[config.mk]
export PLATFORM = sky130hd
export DESIGN_NAME = exc_ctrl
export DESIGN_NICKNAME = d
export VERILOG_FILES = /design/src/rtl/exc_ctrl.sv
export SDC_FILE = /design/constraint.sdc
export NUM_CORES = 1
export LEC_CHECK = 0
export CAP_MARGIN = 0
export CORE_MARGIN = 2
export CORE_UTILIZATION = 30
export CTS_CLUSTER_DIAMETER = 60
export DETAILED_ROUTE_END_ITERATION = 16
export PLACE_DENSITY = 0.79
export RECOVER_POWER = 25
export SYNTH_ARGS = -nofsm -noshare
export SYNTH_HDL_FRONTEND = slang
export SYNTH_SLANG_ARGS = --single-unit
[constraint.sdc]
create_clock -name clk -period 1.7 [get_ports clk]
set_input_delay 0.17 -clock clk [delete_from_list [all_inputs] [get_ports clk]]
set_output_delay 0.17 -clock clk [all_outputs]
set_load 0.01 [all_outputs]
[src/rtl/exc_ctrl.sv]
// Exception/interrupt sequencer between commit and the CSR file.
// Picks one winning event per committing instruction (interrupt, exception
// or ERTN), strobes the CSR update, flushes the pipeline for FLUSH_CYCLES
// cycles and then issues a single-cycle front-end redirect.
//
// Ports:
//   clk, rst                     clock, synchronous active-high reset
//   commit_valid/ready           commit handshake (ready=0 stalls commit)
//   commit_pc/exc_vec/badv/ertn  committing instruction's trap information
//   hwi, ti, ipi                 level interrupt sources
//   ecfg_lie, crmd_ie            local / global interrupt enables
//   eentry, era                  redirect targets from the CSR file
//   is_exception, ertn_en        CSR update strobes
//   exception_cause/pc/addr      latched trap info for the CSR file
//   flush                        kill younger in-flight instructions
//   redirect_valid/pc            one-cycle front-end redirect
module exc_ctrl #(
  parameter int unsigned FLUSH_CYCLES = 2,
  parameter int unsigned CAUSE_W      = 5
) (
  input  logic               clk,
  input  logic               rst,
  input  logic               commit_valid,
  output logic               commit_ready,
  input  logic [31:0]        commit_pc,
  input  logic [15:0]        commit_exc_vec,
  input  logic [31:0]        commit_badv,
  input  logic               commit_ertn,
  input  logic [7:0]         hwi,
  input  logic               ti,
  input  logic               ipi,
  input  logic [12:0]        ecfg_lie,
  input  logic               crmd_ie,
  input  logic [31:0]        eentry,
  input  logic [31:0]        era,
  output logic               is_exception,
  output logic [CAUSE_W-1:0] exception_cause,
  output logic [31:0]        exception_pc,
  output logic [31:0]        exception_addr,
  output logic               ertn_en,
  output logic               flush,
  output logic               redirect_valid,
  output logic [31:0]        redirect_pc
);

  localparam int unsigned CntW = (FLUSH_CYCLES > 1) ? $clog2(FLUSH_CYCLES) : 1;

  typedef enum logic [1:0] {StIdle, StTrap, StFlush, StRedir} state_e;
  typedef enum logic {KindExc, KindEret} kind_e;

  state_e             state_q, state_d;
  kind_e              kind_q, kind_d;
  logic [CntW-1:0]    cnt_q, cnt_d;
  logic [CAUSE_W-1:0] cause_q, cause_d;
  logic [31:0]        pc_q, pc_d;
  logic [31:0]        addr_q, addr_d;

  logic [12:0] int_vec;
  logic        int_pend;
  logic        exc_hit;
  logic [3:0]  exc_code;
  logic [15:0] v;
  logic        unused_vec0;

  // Bit 10 has no interrupt source; bits 1:0 are software interrupts not wired here.
  assign int_vec     = {ipi, ti, 1'b0, hwi, 2'b00};
  assign int_pend    = crmd_ie & |(int_vec & ecfg_lie);
  assign v           = commit_exc_vec;
  assign unused_vec0 = commit_exc_vec[0];

  // Fixed architectural priority, interrupt first.
  always_comb begin
    exc_hit  = 1'b1;
    exc_code = 4'd0;
    if (int_pend)   exc_code = 4'd0;
    else if (v[6])  exc_code = 4'd6;
    else if (v[15]) exc_code = 4'd15;
    else if (v[3])  exc_code = 4'd3;
    else if (v[5])  exc_code = 4'd5;
    else if (v[11]) exc_code = 4'd11;
    else if (v[12]) exc_code = 4'd12;
    else if (v[13]) exc_code = 4'd13;
    else if (v[9])  exc_code = 4'd9;
    else if (v[10]) exc_code = 4'd10;
    else if (v[14]) exc_code = 4'd14;
    else if (v[8])  exc_code = 4'd8;
    else if (v[7])  exc_code = 4'd7;
    else if (v[1])  exc_code = 4'd1;
    else if (v[2])  exc_code = 4'd2;
    else if (v[4])  exc_code = 4'd4;
    else            exc_hit  = 1'b0;
  end

  always_comb begin
    state_d = state_q;
    kind_d  = kind_q;
    cnt_d   = cnt_q;
    cause_d = cause_q;
    pc_d    = pc_q;
    addr_d  = addr_q;
    unique case (state_q)
      StIdle: begin
        if (commit_valid) begin
          if (exc_hit) begin
            kind_d  = KindExc;
            cause_d = CAUSE_W'(exc_code);
            pc_d    = commit_pc;
            addr_d  = commit_badv;
            state_d = StTrap;
          end else if (commit_ertn) begin
            kind_d  = KindEret;
            state_d = StTrap;
          end
        end
      end
      StTrap: begin
        cnt_d   = CntW'(FLUSH_CYCLES - 1);
        state_d = StFlush;
      end
      StFlush: begin
        if (cnt_q == '0) state_d = StRedir;
        else             cnt_d   = cnt_q - CntW'(1);
      end
      StRedir: state_d = StIdle;
      default: state_d = StIdle;
    endcase
  end

  always_ff @(posedge clk) begin
    if (rst) begin
      state_q <= StIdle;
      kind_q  <= KindExc;
      cnt_q   <= '0;
      cause_q <= '0;
      pc_q    <= '0;
      addr_q  <= '0;
    end else begin
      state_q <= state_d;
      kind_q  <= kind_d;
      cnt_q   <= cnt_d;
      cause_q <= cause_d;
      pc_q    <= pc_d;
      addr_q  <= addr_d;
    end
  end

  // All outputs decode from registered state only.
  assign commit_ready    = (state_q == StIdle);
  assign is_exception    = (state_q == StTrap) && (kind_q == KindExc);
  assign ertn_en         = (state_q == StTrap) && (kind_q == KindEret);
  assign flush           = (state_q == StTrap) || (state_q == StFlush);
  assign redirect_valid  = (state_q == StRedir);
  // Targets are read live in REDIR so they reflect the CSR write done in TRAP.
  assign redirect_pc     = redirect_valid ? ((kind_q == KindExc) ? eentry : era) : 32'h0;
  assign exception_cause = cause_q;
  assign exception_pc    = pc_q;
  assign exception_addr  = addr_q;

endmodule

==> reports/results.tsv <==
stage	metric	value	unit
run_status	status	complete, no violations	
die	rows	38	
clocking	tritoncts	done	
place	placed_cells	773	
clocking	clockRootBuffer	clkbuf_16	
worst_hold_path	hold_path.class	primary input to register	
critical_path	crit_start	commit_exc_vec[8]	
yosys	synthArstFlopShare	0	%
critical_path	crit_type	primary input to register	
yosys	synth.largest_area_cell	dfxtp_1	
critical_path	path_cells	buf_6 > or3_4 > nor3b_4 > and4_4 > a21oi_4 > buf_12 > buf_12 > buf_12 > mux2i_2 > nor2_1	
drt	drtIter0Drc	119	
critical_path	critPathMaxStageDelay	0.40	ns
place	post-dp-hpwl	9.984	mm
critical_path	r2r_start	state_q[1]$_SDFFE_PP0P_	
yosys	synth-seq-cells	72	
global_route	antenna_found_initial	0	
critical_path	path_buf_inv	4	
critical_path	cpLargestDelayFamily	simple AND/OR/NAND/NOR gates	
die	coreArea	10940	um^2
timing	rsz0062_at_grt	yes	
yosys	synthesis.area	3393	um^2
critical_path	cp-end-kind	register	
drt	wl	13.51	mm
timing	hold_violations	0	
drt	wl_per_cell	16.71	um
drt	num_vias	3800	
die	start_util	31.03	%
global_route	grt_max_degree	70	
timing	period_needed	1.693	ns
global_route	grt_usage	20.82	%
clocking	clk_pin_slew	0.06	ns
clocking	cts_max_level	3	
yosys	synth-edff-count	0	
yosys	yosys_warnings	0	
layout	nNetsFinal	840	
timing	fin_worst_skew	0.005715	ns
yosys	synth_top_area_share	42.48	%
drt	antenna_left	0	
critical_path	crit_path_start_kind	primary input	
yosys	synthCells	356	
layout	finalNonFillerCells	808	
yosys	syn_nets	532	
power	p_total	7.983	mW
critical_path	crit_fanout	6	
power	vdd.ir_drop.worst	0.8545	mV
clocking	cts_num_sinks	72	
place	place_congestion	0.8448	
clocking	insertion_delay	0.33	ns
layout	final_common_cell	clkdlybuf4s50_1	
layout	post_route_cells_drive_above_1_share	15.57	%
layout	fillers	858	
flow_run	cap_viol_max_count	0	
timing	finalCritPeriodShare	99.60	%
yosys	syn_area_per_cell	9.532	um^2
power	p_leak	3.223	nW
die	die_h	110.4	um
critical_path	slowest_stage	or3_4	
layout	diodes	0	
global_route	grt_pass1_wl	19.31	mm
yosys	yosysSeqAreaShare	42.48	%
drt	drc_errors	0	
critical_path	required	1.91	ns
drt	firstDrtPassIters	4	
die	ioPinCount	278	
yosys	synth.distinct_cells	32	
die	die_area	12180	um^2
yosys	ys.flop_type	dfxtp_1	
place	port_buffers	272	
global_route	grt_pass1_vias	3994	
timing	drv_slew	0	
clocking	cts_buffers	9	
critical_path	critPathMostFrequentCell	buf_12	
die	die_w	110.4	um
critical_path	critical_path_arrival	1.90	ns
layout	mostFrequentLayoutCells	clkdlybuf4s50_1 (168), mux2i_1 (92), nor2_1 (74)	
global_route	overflow	0	
clocking	clock_path_buffers	2	
layout	area_growth	111.8	%
worst_hold_path	hold_path_startpoint	rst	
timing	setup_viol	0	
timing	max_freq	590.6	MHz
yosys	yosys-top-cells-area	dfxtp_1 (42%), mux2i_1 (29%), nor2_1 (8.2%), nor2b_1 (6.3%), buf_6 (1.7%)	
power	p_per_area	1111	nW/um^2
drt	via_per_inst	4.703	
[where the power goes]
part | total, mW | internal [mW] | leakage (nW) | switching [mW]
Combinational | 3.91 | 2.35 | 2.49 | 1.56
Sequential | 2.25 | 2.05 | 0.593 | 0.201
Clock | 1.82 | 1.16 | 0.145 | 0.660
Total | 7.98 | 5.56 | 3.22 | 2.42
[final timing paths]
check                           depth (start not counted)  slack (ns)                         endpoint
worst min register to register                          1        0.48  exception_cause[2]$_SDFFE_PP0P_
worst min-delay path                                    3        0.36  exception_addr[23]$_SDFFE_PP0P_
worst max-delay path                                   10       0.007   exception_addr[1]$_SDFFE_PP0P_
worst max register to register                          9        0.03   exception_addr[1]$_SDFFE_PP0P_
[metrics by stage]
step                setup WS (ns)  cell area (um^2)  utilization, %  hold slack, ns  setup TNS, ns
floorplan                 0.01803              3393               -          0.3172              0
CTS                     0.0004150              7066           64.61          0.3500              0
detailed placement        -0.5058              6450           58.98          0.4703         -32.06
global placement          -0.4409              6450           58.98          0.4706         -28.98
global route             -0.06478              7186           65.71          0.3735        -0.5495
finish                   0.006790              7186           65.71          0.3574              0
[per-layer routing]
metal	track usage [%]	vias to the layer above	wire, um
met4	9.286	0	500
met5	0	-	0
met1	20.06	1748	4663
met2	39.18	190	6901
met3	7.760	37	1440
li1	-	1825	-
[cells by family (layout without fill, tap and decap cells)]
family	count (synthesis)	count (layout)	share of synthesized area, %
simple gates	126	126	17.63
compound gates	26	26	5.088
fa+ha+maj	4	4	1.475
buf+inv	30	342	4.609
mux	97	97	28.61
flops	72	72	42.48
other cells	1	1	0.1105
[synth_stat cells (all sizes together) (2+ instances only)]
cell type / number
a21oi: 4
a22o: 4
a22oi: 5
a31oi: 2
buf: 9
clkbuf: 14
dfxtp: 72
ha: 4
inv: 7
mux2i: 97
nand2: 3
nor2: 75
nor2b: 34
nor3: 6
nor4: 2
o21ai: 8
[registers in the layout, summed over array words and instances (netlist names)]
| register | count |
|---|---|
| cnt_q | 1 |
| state_q | 2 |
| exception_pc | 32 |
| kind_q | 1 |
| exception_addr | 32 |
| exception_cause | 4 |
[what timing repair did]
item	CTS	global route
pin swaps	7	12
cloned	7	0
endpoints found under the setup margin	108	75
setup buffers	14	3
hold buffers	0	0
gates resized for setup	88	54
[layout make-up]
class / count / area [um^2] / share of cell area [%]
flip-flops and latches: 72 / 1448 / 20.15
inverters: 7 / 26.28 / 0.3657
multi-input cells: 254 / 1886 / 26.24
well taps: 140 / 175.2 / 2.438
clock buffers: 11 / 242.7 / 3.378
repair buffers: 320 / 3363 / 46.80
clock inverters: 4 / 45.04 / 0.6269
[worst register-to-register path: stages, from the launching register on]
cell     delay [ns]
dfxtp_2        0.34
inv_2          0.06
ha_2           0.19
nand2_2        0.08
a21oi_4        0.20
buf_12         0.15
buf_12         0.11
buf_12         0.12
mux2i_2        0.23
nor2_1         0.08
Power figures use the tool's default switching activity.
